--- config.mk ---
export PLATFORM = sky130hd
export DESIGN_NAME = wb_slot_arbiter_flat
export DESIGN_NICKNAME = d
export VERILOG_FILES = /design/src/rtl/wb_slot_arbiter_pkg.sv /design/src/rtl/wb_slot_arbiter_if.sv /design/src/rtl/wb_slot_arbiter_prio.sv /design/src/rtl/wb_slot_arbiter.sv /design/src/flat_wrapper.sv
export SDC_FILE = /design/constraint.sdc
export NUM_CORES = 1
export LEC_CHECK = 0
export ABC_AREA = 1
export ABC_CLOCK_PERIOD_IN_PS = 4050
export BUFFER_PORTS_ARGS = -buffer_cell sky130_fd_sc_hd__clkbuf_2
export CAP_MARGIN = 15
export CELL_PAD_IN_SITES_DETAIL_PLACEMENT = 1
export CELL_PAD_IN_SITES_GLOBAL_PLACEMENT = 1
export CORE_MARGIN = 3
export CORE_UTILIZATION = 42
export CTS_CLUSTER_SIZE = 12
export DETAILED_ROUTE_END_ITERATION = 8
export PLACE_DENSITY_LB_ADDON = 0.1
export REMOVE_ABC_BUFFERS = 1
export SLEW_MARGIN = 20
export SYNTH_ARGS = -nofsm -noshare
export SYNTH_HDL_FRONTEND = slang
export SYNTH_SLANG_ARGS = --single-unit
--- constraint.sdc ---
create_clock -name clk -period 4.05 [get_ports clk]
set_input_delay 0.2025 -clock clk [delete_from_list [all_inputs] [get_ports clk]]
set_output_delay 0.2025 -clock clk [all_outputs]
set_load 0.01 [all_outputs]
--- src/rtl/wb_slot_arbiter_pkg.sv ---
// wb_slot_arbiter_pkg: shared types and defaults for the writeback slot arbiter.
package wb_slot_arbiter_pkg;
    localparam int MAX_LAT_DEF = 8;
    localparam int NUM_REQ_DEF = 4;
    localparam int ID_W        = $clog2(NUM_REQ_DEF);
    typedef struct packed {
        logic            valid;
        logic [ID_W-1:0] owner;
    } WbSlot;
endpackage

--- src/rtl/wb_slot_arbiter_if.sv ---
// wb_slot_arbiter_if: issue-request / writeback-ownership bundle between issue queues and the arbiter.
interface wb_slot_arbiter_if #(
    parameter int NUM_REQ = 4,
    parameter int NUM_WB  = 2,
    parameter int MAX_LAT = 8
);
    localparam int LW = $clog2(MAX_LAT + 1);
    localparam int BW = NUM_WB > 1 ? $clog2(NUM_WB) : 1;
    localparam int IW = NUM_REQ > 1 ? $clog2(NUM_REQ) : 1;
    logic [NUM_REQ-1:0]         IN_reqValid;
    logic [NUM_REQ-1:0][LW-1:0] IN_reqLat;
    logic [NUM_WB-1:0]          IN_busBlock;
    logic [NUM_REQ-1:0]         OUT_grant;
    logic [NUM_REQ-1:0][BW-1:0] OUT_grantBus;
    logic [NUM_WB-1:0]          OUT_wbValid;
    logic [NUM_WB-1:0][IW-1:0]  OUT_wbOwner;
    modport master (
        output IN_reqValid, IN_reqLat, IN_busBlock,
        input  OUT_grant, OUT_grantBus, OUT_wbValid, OUT_wbOwner
    );
    modport slave (
        input  IN_reqValid, IN_reqLat, IN_busBlock,
        output OUT_grant, OUT_grantBus, OUT_wbValid, OUT_wbOwner
    );
endinterface

--- src/rtl/wb_slot_arbiter_prio.sv ---
// wb_arb_prio: priority order from the pointer and next pointer after grants.
// Pointer update ports exist only with WB_ARB_RR_EN defined.
module wb_arb_prio #(
    parameter int NUM_REQ = 4,
    parameter int IW      = 2
) (
    input  logic [IW-1:0]              i_prio,
`ifdef WB_ARB_RR_EN
    input  logic [NUM_REQ-1:0]         i_grant,
    output logic [IW-1:0]              o_next_prio,
`endif
    output logic [NUM_REQ-1:0][IW-1:0] o_order
);
    always_comb begin
        for (int k = 0; k < NUM_REQ; k++)
            o_order[k] = IW'((int'(i_prio) + k) % NUM_REQ);
    end
`ifdef WB_ARB_RR_EN
    // Walk from lowest priority upward so the first granted requester wins.
    always_comb begin
        o_next_prio = i_prio;
        for (int k = NUM_REQ - 1; k >= 0; k--)
            for (int j = 0; j < NUM_REQ; j++)
                if (o_order[k] == IW'(j) && i_grant[j])
                    o_next_prio = IW'((j + 1) % NUM_REQ);
    end
`endif
endmodule

--- src/rtl/wb_slot_arbiter.sv ---
// wb_slot_arbiter: grants issue only when a result bus is free at the op's writeback cycle.
// WB_ARB_RR_EN selects round-robin priority; otherwise requester 0 is always highest.
module wb_slot_arbiter
    import wb_slot_arbiter_pkg::*;
#(
    parameter int NUM_REQ = NUM_REQ_DEF,
    parameter int NUM_WB  = 2,
    parameter int MAX_LAT = MAX_LAT_DEF
) (
    input logic              clk,
    input logic              rst,
    wb_slot_arbiter_if.slave bus
);
    localparam int BW = NUM_WB > 1 ? $clog2(NUM_WB) : 1;
    localparam int IW = NUM_REQ > 1 ? $clog2(NUM_REQ) : 1;
    WbSlot [NUM_WB-1:0][MAX_LAT-1:0] r_tab;
    WbSlot [NUM_WB-1:0]              r_wb;
    WbSlot [NUM_WB-1:0][MAX_LAT-1:0] w_tab_nxt;
    WbSlot [NUM_WB-1:0]              w_wb_nxt;
    logic  [NUM_WB-1:0][MAX_LAT-1:0] w_taken;
    logic  [NUM_REQ-1:0]             w_grant;
    logic  [NUM_REQ-1:0][BW-1:0]     w_bus;
    logic  [NUM_REQ-1:0][IW-1:0]     w_order;
    logic  [IW-1:0]                  w_prio;
`ifdef WB_ARB_RR_EN
    logic  [IW-1:0]                  r_prio;
    logic  [IW-1:0]                  w_next_prio;
    assign w_prio = r_prio;
    always_ff @(posedge clk)
        r_prio <= rst ? '0 : w_next_prio;
    wb_arb_prio #(.NUM_REQ(NUM_REQ), .IW(IW)) u_prio (
        .i_prio      (w_prio),
        .i_grant     (w_grant),
        .o_next_prio (w_next_prio),
        .o_order     (w_order)
    );
`else
    assign w_prio = '0;
    wb_arb_prio #(.NUM_REQ(NUM_REQ), .IW(IW)) u_prio (
        .i_prio  (w_prio),
        .o_order (w_order)
    );
`endif
    // Same-latency grants in one cycle compete for the same slot, tracked in w_taken.
    always_comb begin
        w_taken = '0;
        w_grant = '0;
        w_bus   = '0;
        for (int k = 0; k < NUM_REQ; k++)
            for (int j = 0; j < NUM_REQ; j++)
                if (w_order[k] == IW'(j) && bus.IN_reqValid[j] && !rst) begin
                    for (int b = 0; b < NUM_WB; b++)
                        for (int s = 0; s < MAX_LAT; s++)
                            if (!w_grant[j] && int'(bus.IN_reqLat[j]) == s + 1 && !r_tab[b][s].valid &&
                                !w_taken[b][s] && !(s == 0 && bus.IN_busBlock[b])) begin
                                w_grant[j]    = 1'b1;
                                w_bus[j]      = BW'(b);
                                w_taken[b][s] = 1'b1;
                            end
                end
    end
    always_comb begin
        w_tab_nxt = '0;
        w_wb_nxt  = '0;
        for (int b = 0; b < NUM_WB; b++) begin
            w_wb_nxt[b] = r_tab[b][0];
            for (int s = 0; s < MAX_LAT - 1; s++)
                w_tab_nxt[b][s] = r_tab[b][s+1];
        end
        for (int j = 0; j < NUM_REQ; j++)
            for (int b = 0; b < NUM_WB; b++)
                for (int s = 0; s < MAX_LAT; s++)
                    if (w_grant[j] && w_bus[j] == BW'(b) && int'(bus.IN_reqLat[j]) == s + 1) begin
                        if (s == 0)
                            w_wb_nxt[b] = '{valid: 1'b1, owner: ID_W'(j)};
                        else
                            w_tab_nxt[b][s-1] = '{valid: 1'b1, owner: ID_W'(j)};
                    end
    end
    always_ff @(posedge clk) begin
        if (rst) begin
            r_tab <= '0;
            r_wb  <= '0;
        end else begin
            r_tab <= w_tab_nxt;
            r_wb  <= w_wb_nxt;
        end
    end
    assign bus.OUT_grant    = w_grant;
    assign bus.OUT_grantBus = w_bus;
    always_comb begin
        for (int b = 0; b < NUM_WB; b++) begin
            bus.OUT_wbValid[b] = r_wb[b].valid;
            bus.OUT_wbOwner[b] = r_wb[b].owner;
        end
    end
endmodule

--- src/flat_wrapper.sv ---
// flat-port wrapper written by rule: the top's interface ports become plain ports
module wb_slot_arbiter_flat import wb_slot_arbiter_pkg::*;
#(
    parameter int NUM_REQ = NUM_REQ_DEF,
    parameter int NUM_WB  = 2,
    parameter int MAX_LAT = MAX_LAT_DEF
)
  (clk, rst, bus_IN_reqValid, bus_IN_reqLat, bus_IN_busBlock, bus_OUT_grant, bus_OUT_grantBus, bus_OUT_wbValid, bus_OUT_wbOwner);
  wb_slot_arbiter_if #(.NUM_REQ(NUM_REQ), .NUM_WB(NUM_WB), .MAX_LAT(MAX_LAT)) bus_i ();
  input logic clk;
  input logic rst;
  input wire logic [$bits(bus_i.IN_reqValid)-1:0] bus_IN_reqValid;
  input wire logic [$bits(bus_i.IN_reqLat)-1:0] bus_IN_reqLat;
  input wire logic [$bits(bus_i.IN_busBlock)-1:0] bus_IN_busBlock;
  output wire logic [$bits(bus_i.OUT_grant)-1:0] bus_OUT_grant;
  output wire logic [$bits(bus_i.OUT_grantBus)-1:0] bus_OUT_grantBus;
  output wire logic [$bits(bus_i.OUT_wbValid)-1:0] bus_OUT_wbValid;
  output wire logic [$bits(bus_i.OUT_wbOwner)-1:0] bus_OUT_wbOwner;
  assign bus_i.IN_reqValid = bus_IN_reqValid;
  assign bus_i.IN_reqLat = bus_IN_reqLat;
  assign bus_i.IN_busBlock = bus_IN_busBlock;
  assign bus_OUT_grant = bus_i.OUT_grant;
  assign bus_OUT_grantBus = bus_i.OUT_grantBus;
  assign bus_OUT_wbValid = bus_i.OUT_wbValid;
  assign bus_OUT_wbOwner = bus_i.OUT_wbOwner;
  wb_slot_arbiter #(.NUM_REQ(NUM_REQ), .NUM_WB(NUM_WB), .MAX_LAT(MAX_LAT)) u_core (.clk(clk), .rst(rst), .bus(bus_i));
endmodule
# Word level (Yosys, flattened, before mapping)
# Cells that the tools add are included.
dict set report op_classes {
  eq_ne 32
  muxes 277
  bitwise_logic 4
  n_reduce_logical 383
}
# operator count
set op_table {}
lappend op_table {{logical AND 1 bit} 256}
lappend op_table {{two-way mux 1 bit} 210}
lappend op_table {{two-way mux 3 bit} 64}
lappend op_table {{logical NOT 1 bit} 125}
lappend op_table {{equality test 4 bit, second input constant} 20}
lappend op_table {{two-way mux 16 bit} 3}
lappend op_table {{equality test 4 x 3 -> 1 bit, second input constant} 8}
lappend op_table {{equality test 4 x 2 -> 1 bit, second input constant} 4}
lappend op_table {{NOT 1 bit} 4}
lappend op_table {{logical NOT 1 bit, first input constant} 2}
dict set report totals {
  reg_bits 48
  input_bits 24
  out_inout_bits 14
  elab_cells 728
}

# Longest topological paths before layout
# Gate-level depths: netlist (run 1).
dict set report logic_depth {
  ltp_word 373
  ltp_mapped 30
  mapped_depth_nobuf 28
}

# By module
# From an unflattened synthesis (run 1), not the netlist that was laid out.
dict set report hier_totals {
  cells_unflattened 1717
  hier_area_um2 9803.2
}
# module instances cells_each area_per_inst_um2 seq_area_each_um2
set by_module_without_submodules {}
lappend by_module_without_submodules {wb_slot_arbiter 1 1705 9743.1 960.9}
lappend by_module_without_submodules {wb_arb_prio 1 12 60.1 0.0}

# Least setup slack after synthesis (run 1)
# No wires, ideal clock.
dict set report synth_timing {
  path_kind {input to register}
  start {input rst}
  end {register u_core.r_tab[44] in the netlist's numbering}
  setup_ps 119
  arrival_time_ps 2861
  setup_slack_ps 1070
  path_stages 25
  path_cell_list {buf_6 -> clkinv_2 -> nand2_4 -> clkinv_2 -> buf_6 -> nand3_4 -> nand2_2 -> nand3_2 -> nor2_2 -> nand4_2 -> nor2_4 -> nand3_2 -> nand2_1 -> nor2_1 -> nand3_1 -> nand2_1 -> o21ai_2 -> nor2_1 -> a21oi_2 -> o21ai_2 -> nor3_4 -> nor2_1 -> nand2_1 -> nand2_1 -> o21bai_1}
}
# item line_no
set synth_rtl {}
lappend synth_rtl {{start: declaration} flat_wrapper.sv:11} ;# input logic rst;
lappend synth_rtl {{logical NOT 1 bit (*)} -}
lappend synth_rtl {{logical AND 1 bit} wb_slot_arbiter.sv:51} ;# if (w_order[k] == IW'(j) && bus.IN_reqValid[j] && !rst) begin
lappend synth_rtl {{two-way mux 16 bit} wb_slot_arbiter.sv:51}
lappend synth_rtl {{logical NOT 1 bit} -}
lappend synth_rtl {{logical AND 1 bit} wb_slot_arbiter.sv:54} ;# if (!w_grant[j] && int'(bus.IN_reqLat[j]) == s + 1 && !r_tab[b][s].valid &&
lappend synth_rtl {{logical AND 1 bit} -}
lappend synth_rtl {{two-way mux 1 bit} wb_slot_arbiter.sv:54}
lappend synth_rtl {{two-way mux 16 bit or two-way mux 1 bit (tied branches)} wb_slot_arbiter.sv:51}
lappend synth_rtl {{[89 not listed]} -}
lappend synth_rtl {{two-way mux 1 bit} wb_slot_arbiter.sv:51}
lappend synth_rtl {{logical NOT 1 bit} wb_slot_arbiter.sv:54}
lappend synth_rtl {{logical AND 1 bit (3 in a row)} wb_slot_arbiter.sv:54}
lappend synth_rtl {{two-way mux 1 bit} wb_slot_arbiter.sv:54}
lappend synth_rtl {{two-way mux 1 bit (*)} wb_slot_arbiter.sv:51}
lappend synth_rtl {{via bus_OUT_grantBus[2]} flat_wrapper.sv:16} ;# output wire logic [$bits(bus_i.OUT_grantBus)-1:0] bus_OUT_grantBus;
lappend synth_rtl {{logical AND 1 bit (*) (2 in a row)} wb_slot_arbiter.sv:73} ;# if (w_grant[j] && w_bus[j] == BW'(b) && int'(bus.IN_reqLat[j]) == s + 1) begin
lappend synth_rtl {{two-way mux 3 bit (*) (2 in a row)} wb_slot_arbiter.sv:73}
lappend synth_rtl {{end signal: assignment} wb_slot_arbiter.sv:85} ;# r_tab <= w_tab_nxt;
lappend synth_rtl {{end: declaration} wb_slot_arbiter.sv:16} ;# WbSlot [NUM_WB-1:0][MAX_LAT-1:0] r_tab;
# Mark *: on every way through the listed nets, which the timed path passes. The rest lies on a longest branch. The select of a mux whose other input is x is not followed.
# A chain may end at the register's enable or synchronous reset.

# Final worst setup path (run 1)
dict set report layout_timing {
  start {register u_core.r_tab[8] in the netlist's numbering}
  end {output bus_OUT_grantBus[3]}
}
dict set report layout_between {
  elab_chain_cells 97
}
# item line_no
set layout_rtl {}
lappend layout_rtl {{logical NOT 1 bit (*)} wb_slot_arbiter.sv:54}
lappend layout_rtl {{logical AND 1 bit} wb_slot_arbiter.sv:54}
lappend layout_rtl {{two-way mux 1 bit} wb_slot_arbiter.sv:54}
lappend layout_rtl {{two-way mux 16 bit} wb_slot_arbiter.sv:51}
lappend layout_rtl {{logical NOT 1 bit} -}
lappend layout_rtl {{logical AND 1 bit} wb_slot_arbiter.sv:54}
lappend layout_rtl {{two-way mux 1 bit} wb_slot_arbiter.sv:54}
lappend layout_rtl {{two-way mux 1 bit} wb_slot_arbiter.sv:51}
lappend layout_rtl {{[77 not listed]} -}
lappend layout_rtl {{logical NOT 1 bit} wb_slot_arbiter.sv:54}
lappend layout_rtl {{logical AND 1 bit (3 in a row)} wb_slot_arbiter.sv:54}
lappend layout_rtl {{two-way mux 1 bit} wb_slot_arbiter.sv:54}
lappend layout_rtl {{two-way mux 1 bit} wb_slot_arbiter.sv:51}
lappend layout_rtl {{logical NOT 1 bit} wb_slot_arbiter.sv:54}
lappend layout_rtl {{logical AND 1 bit (3 in a row)} wb_slot_arbiter.sv:54}
lappend layout_rtl {{two-way mux 1 bit (*)} wb_slot_arbiter.sv:54}
lappend layout_rtl {{two-way mux 1 bit (*)} wb_slot_arbiter.sv:51}
lappend layout_rtl {{end: declaration} flat_wrapper.sv:16}
# Every way passes the cells marked *; elsewhere a longest branch is shown, timed or not. The select of a mux whose other input is x is not followed.

==> flow_summary.yaml, run 1 <==
yosys:
  synth_top_area_frac: 0.248
  synth_cells: 647
  synth_mux_area_frac: 0
  seq_area_frac_synth: 0.248
  synth_top_area_cell: "dfxtp_1"
  yosys_warnings: 0
  yosys.area_share.simple: 0.445
  ys_seq_elements: 48
  synth.distinct_cells: 43
  synth_edf_count: 0
  syn_avg_cell_area_um2: 6.00
  synth-compound-area-share: 0.178
  yosys_most_used_dff: "dfxtp_1"
  async_flop_share: 0
  synth_fa_ha_area_frac: 0
  synth_xor_area_frac: 0
  synthTopCellsByArea: "dfxtp_1 (25%), nand2_1 (13%), inv_1 (11%)"
  synth_top_family_by_area: "simple AND/OR/NAND/NOR gates"
  syn_area_um2: 3880
critical_path:
  crit_path_max_incr_delay_ns: 0.36
  crit_required_ns: 3.85
  rr_startpoint: "u_core.r_tab[8]$_SDFF_PP0_"
  ff2ff_path_depth: 22
  worstSetupPathType: "flop to output port"
  crit_path_frequent_cell: "nand2_1"
  r2r_slack_ns: 0.37
  cp-end-kind: "output port"
  worstPathArrival_ns: 3.72
  crit_chain: "inv_1 -> nand3_1 -> nand3_1 -> nor2_1 -> nand4_1 -> nor2_4 -> nand3_4 -> a21oi_4 -> nand3_2 -> a21oi_4 -> o2111ai_1 -> nand2_2 -> inv_2 -> a21oi_1 -> nand3_1 -> nand2_1 -> nand2_1 -> clkinv_1 -> nand2_1 -> nand2_4 -> nand2_1 -> inv_1 -> clkbuf_2"
  r2r_end: "u_core.r_tab[7]$_SDFF_PP0_"
  path_max_fanout: 8
  slowest_stage: "dfxtp_2"
  cp-start-kind: "flop"
finish:
  final_cell_mix: "nand2_1 (130), inv_1 (109), nor2_1 (80)"
  fin_area_um2: 4510
  drive_above_1_share: 0.200
  final_cells: 814
  multi_input_area_um2: 2490
  antenna_cells: 0
  final_nets: 730
  mostFrequentLayoutCell: "nand2_1"
  fillCellCount: 1292
  final_core_util: 0.509
  register_area_um2: 963
  area_growth_pct: 16.1
placement:
  post_dp_cell_area_um2: 4270
  dp_slack_ns: 0.0867
  io_buffers: 37
  globalplace.congestion: 0.944
  dp_cells: 799
  dp_hpwl_um: 13000
clocking:
  clk_pin_slew_worst_paths_ns: 0.09
  cts-buffers-inserted: 5
  cts_root_buf: "clkbuf_8"
  cts_tree: "built"
  clockBufferDepth: 2
  worstSkewPairLatency_ns: 0.31
  cts.sinks: 48
  htreeDepth: 2
power:
  p_leak_nw: 2.07
  p_per_area_nw_per_um2: 253
  irDropWorstVdd_uv: 145
global_routing:
  grt_max_degree: 44
  grt_overflow: 0
  track_usage: 0.310
  grt_pass1_vias: 4736
  grt_pass1_wl_um: 24800
  antenna_found_initial: 0
routing:
  vias_per_cell: 5.75
  dr.pass1.iters: 5
  drt_wl_total_um: 15800
  dr_total_vias: 4682
  wire_per_inst_um: 19.5
  drc: 0
  drt_iter0_markers: 279
  antenna_left: 0
floorplan:
  core_area_um2: 8850
  dieArea_um2: 10400
  die_y_um: 102
  pin_count: 38
  die_w_um: 102
  initial_utilization: 0.439
  fp-row-count: 34
timing:
  max_freq_mhz: 255
  relSlewSlack: 0.552
  min_period_over_period: 0.967
  finalSetupViolCount: 0
  layout_setup_ws_ns: 0.132
  drv_slew: 0
  period_needed_ns: 3.92
  clock_skew_ns: 0.00966
  rsz0062_at_grt: "true"
  finalHoldViolCount: 0
  tightest_slew_ns: 0.670
run:
  drv_cap: 0
outcome:
  outcome: "completed"
hold_path:
  holdPathEnd: "u_core.r_tab[18]$_SDFF_PP0_"
  hp-start: "bus_IN_reqLat[7]"
  min_path_cells: 3
  min_path_type: "input pin to flop"
-- power by group --
group | leakage (nW) | switching, W | internal, W | total [W]
clock network | 0.0503 | 0.000163 | 0.000152 | 0.000316
registers | 0.389 | 0.00000711 | 0.000482 | 0.000489
logic | 1.63 | 0.000231 | 0.000104 | 0.000335
-- flip-flops by register name, summed over array words and instances (netlist names) --
register	cells
u_core.bus.OUT_wbOwner	4
u_core.bus.OUT_wbValid	2
u_core.r_tab	42
-- area by class of cell --
class | instances | area share
Sequential cell | 48 | 0.214
Clock buffer | 7 | 0.0214
Timing Repair Buffer | 61 | 0.0811
Tap cell | 108 | 0.0300
Multi-Input combinational cell | 470 | 0.553
Inverter | 120 | 0.100
-- how the worst max path moves through the flow --
| stage | end | from | depth (start not counted) |
|---|---|---|---|
| final | bus_OUT_grantBus[3] | u_core.r_tab[8]$_SDFF_PP0_ | 23 |
| after global routing | bus_OUT_grantBus[3] | rst | 27 |
| after CTS | bus_OUT_grantBus[3] | u_core.r_tab[5]$_SDFF_PP0_ | 22 |
| after detailed placement | bus_OUT_grantBus[3] | bus_IN_reqLat[1] | 29 |
| after global placement | u_core.bus.OUT_wbOwner[0]$_SDFF_PP0_ | bus_IN_reqLat[1] | 24 |
| after floorplan | u_core.r_tab[44]$_SDFF_PP0_ | u_core.r_tab[5]$_SDFF_PP0_ | 20 |
-- cells in the mapped netlist, drive strengths merged (4+ instances only) --
cell type / count
nand2: 136
inv: 116
nand3: 96
nor2: 89
a21oi: 64
dfxtp: 48
o21ai: 28
nor3: 19
nand4: 9
clkbuf: 6
o211ai: 5
clkinv: 4
-- logic make-up after synthesis --
family                 after synthesis
buffers and inverters              129
and+or+nand+nor                    356
AOI/OAI and AO/OA                  114
DFF                                 48
-- worst max-delay path: cells and delay by family (launching register included) --
family | cells | cell delay (ns)
AO/OA/AOI/OAI | 4 | 0.72
buffers and inverters | 5 | 0.43
flip-flops | 1 | 0.36
AND/OR/NAND/NOR | 14 | 1.89
-- per-stage QoR --
step	TNS [ns]	power, W	hold slack, ns
after detailed placement	0	0.000799	0.528
after CTS	0	0.00111	0.394
after global placement	0	0.000788	0.516
final	0	0.00114	0.403
after global routing	-0.205	0.00119	0.435
after floorplan	0	0.000685	0.272
-- what timing repair did --
item | CTS | global route
pin swaps | 0 | 4
hold buffers | 0 | 0
setup endpoints to repair | 1 | 51
gates resized for setup | 1 | 18
setup buffers | 0 | 8
-- metal layers --
layer | routed length [um] | up-vias | GRT usage
met5 | 0 | - | 0
met4 | 578 | 0 | 0.115
met3 | 821 | 42 | 0.0416
met2 | 7610 | 153 | 0.530
met1 | 6840 | 2261 | 0.398
li1 | - | 2226 | -
(Power assumes the default switching activity.)
==> run 2, diff against run 1 <==
GPL_TIMING_DRIVEN = 0   (was unset)
==> flow_summary.yaml, run 2 (same netlist as run 1, synthesis figures left out) <==
outcome:
  outcome: "completed"
clocking:
  clk_pin_slew_worst_paths_ns: 0.10
  cts_root_buf: "clkbuf_8"
  cts_tree: "built"
  cts-buffers-inserted: 5
  worstSkewPairLatency_ns: 0.31
  clockBufferDepth: 2
  cts.sinks: 48
  htreeDepth: 2
power:
  p_leak_nw: 2.00
  pwr-share-clk: 0.309
  internal-power_w: 0.000763
  power.switching_w: 0.000412
  seq_power_share: 0.416
  total_power_w: 0.00117
  power_frac_comb: 0.276
  sw_frac_of_total: 0.350
  irDropWorstVdd_uv: 129
  p_per_area_nw_per_um2: 265
run:
  drv_cap: 0
routing:
  antenna_left: 0
  drt_wl_total_um: 14700
  drc: 0
  dr.pass1.iters: 5
  drt_iter0_markers: 180
  vias_per_cell: 5.61
  dr_total_vias: 4489
  wire_per_inst_um: 18.3
floorplan:
  initial_utilization: 0.439
  fp-row-count: 34
  die_w_um: 102
  pin_count: 38
  core_area_um2: 8850
  die_y_um: 102
  dieArea_um2: 10400
timing:
  clock_skew_ns: 0.00926
  relSlewSlack: 0.219
  min_period_over_period: 0.967
  max_freq_mhz: 255
  rsz0062_at_grt: "true"
  tightest_slew_ns: 1.16
  layout_setup_ws_ns: 0.133
  finalSetupViolCount: 0
  finalHoldViolCount: 0
  period_needed_ns: 3.92
  drv_slew: 0
  finalSetupTns_ns: 0
critical_path:
  cp-start-kind: "flop"
  worstPathBufferInverterCount: 5
  path_max_fanout: 8
  worstPathArrival_ns: 3.71
  worstSetupPathType: "flop to output port"
  slowest_stage: "dfxtp_2"
  cp-end-kind: "output port"
  crit_family: "simple AND/OR/NAND/NOR gates"
  r2r_slack_ns: 0.31
  crit_chain: "inv_2 -> nand3_1 -> nand3_1 -> nor2_1 -> nand4_1 -> nor2_4 -> nand3_4 -> a21oi_4 -> nand3_2 -> a21oi_4 -> nand3_1 -> nand2_2 -> inv_1 -> a21oi_4 -> nand3_2 -> a21oi_1 -> nand2_1 -> clkinv_1 -> nand2_1 -> nand2_4 -> nand2_2 -> inv_1 -> clkbuf_2"
  crit_path_max_incr_delay_ns: 0.37
  crit_required_ns: 3.85
finish:
  final_cell_mix: "nand2_1 (128), inv_1 (109), nor2_1 (81)"
  final_nets: 715
  fillCellCount: 1275
  mostFrequentLayoutCell: "nand2_1"
  area_growth_pct: 14.4
  antenna_cells: 0
  final_core_util: 0.502
  largest_register_ffs: 42
  top_register: "u_core.r_tab"
  drive_above_1_share: 0.189
hold_path:
  min_path_type: "input pin to flop"
global_routing:
  grt_pass1_wl_um: 23400
  grt_max_degree: 45
  track_usage: 0.288
  grt_overflow: 0
  grt_pass1_vias: 4644
  antenna_found_initial: 0
placement:
  dp_slack_ns: -0.852
  dp_hpwl_um: 11600
  globalplace.congestion: 0.928
  io_buffers: 37
[run 2: changes by cell type in the layout (fill, tap and decap cells not counted), moves of 2 or more]
cell and change:
buf_4 -16, a21oi_1 -2, a21oi_2 +2, clkinvlp_4 +2, nand2_1 -2, nand2_2 +2
nand3_2 +2, o21ai_0 +2
[run 2: final cells by class]
cell class                      count  area [um2]  share of cell area
Tap cell                          108         135              0.0304
Clock inverter                      3        42.5             0.00958
Clock buffer                        5        68.8              0.0155
Inverter                          120         464               0.105
Timing Repair Buffer               46         274              0.0617
Sequential cell                    48         963               0.217
Multi-Input combinational cell    470        2490               0.561
[run 2: power by group through the flow]
stage	Clock [W]	Sequential, W	Combinational [W]
final	0.000363	0.000488	0.000324
after floorplan	0	0.000497	0.000187
after global placement	0	0.000499	0.000277
after CTS	0.000371	0.000488	0.000296
after detailed placement	0	0.000499	0.000287
after global routing	0.000390	0.000490	0.000352
[run 2: path summary, 6_finish.rpt]
check	endpoint	cells past startpoint	startpoint
worst min register to register	u_core.r_tab[10]$_SDFF_PP0_	4	u_core.r_tab[13]$_SDFF_PP0_
worst min-delay path	u_core.r_tab[37]$_SDFF_PP0_	2	rst
worst max register to register	u_core.r_tab[15]$_SDFF_PP0_	19	u_core.r_tab[5]$_SDFF_PP0_
worst max-delay path	bus_OUT_grantBus[3]	23	u_core.r_tab[5]$_SDFF_PP0_
[run 2: per-stage QoR]
stage          instances  cell area [um2]  hold slack (ns)
3_5_place_dp         783             4150            0.527
2_1_floorplan        638             3830            0.272
6_report             800             4440            0.299
3_3_place_gp         783             4150            0.520
4_1_cts              793             4320            0.316
5_1_grt              800             4440            0.318
[run 2: layer usage]
layer / track usage / up-vias / wire length (um)
li1: - / 2190 / -
met1: 0.361 / 2133 / 6290
met2: 0.507 / 132 / 7330
met3: 0.0348 / 34 / 587
met4: 0.102 / 0 / 450
met5: 0 / - / 0
[run 2: what timing repair did]
item,4_1_cts,5_1_grt
buffers inserted,2,7
endpoints found under the setup margin,52,17
hold buffers,0,0
pin swaps,1,6
resized for setup,7,16
[run 2: worst reg2reg max path, stage by stage (launching register included)]
cell       delay (ns)
dfxtp_2          0.37
inv_2            0.07
nand3_1          0.11
nand3_1          0.11
nor2_1           0.13
nand4_1          0.14
nor2_4           0.30
buf_4            0.17
nand3_1          0.10
nor2_1           0.30
inv_1            0.14
nand3_1          0.16
nand4_1          0.11
inv_1            0.09
o2111ai_1        0.11
nand2_1          0.36
nand2_1          0.39
o21ai_0          0.29
nand2_1          0.08
a21oi_1          0.15
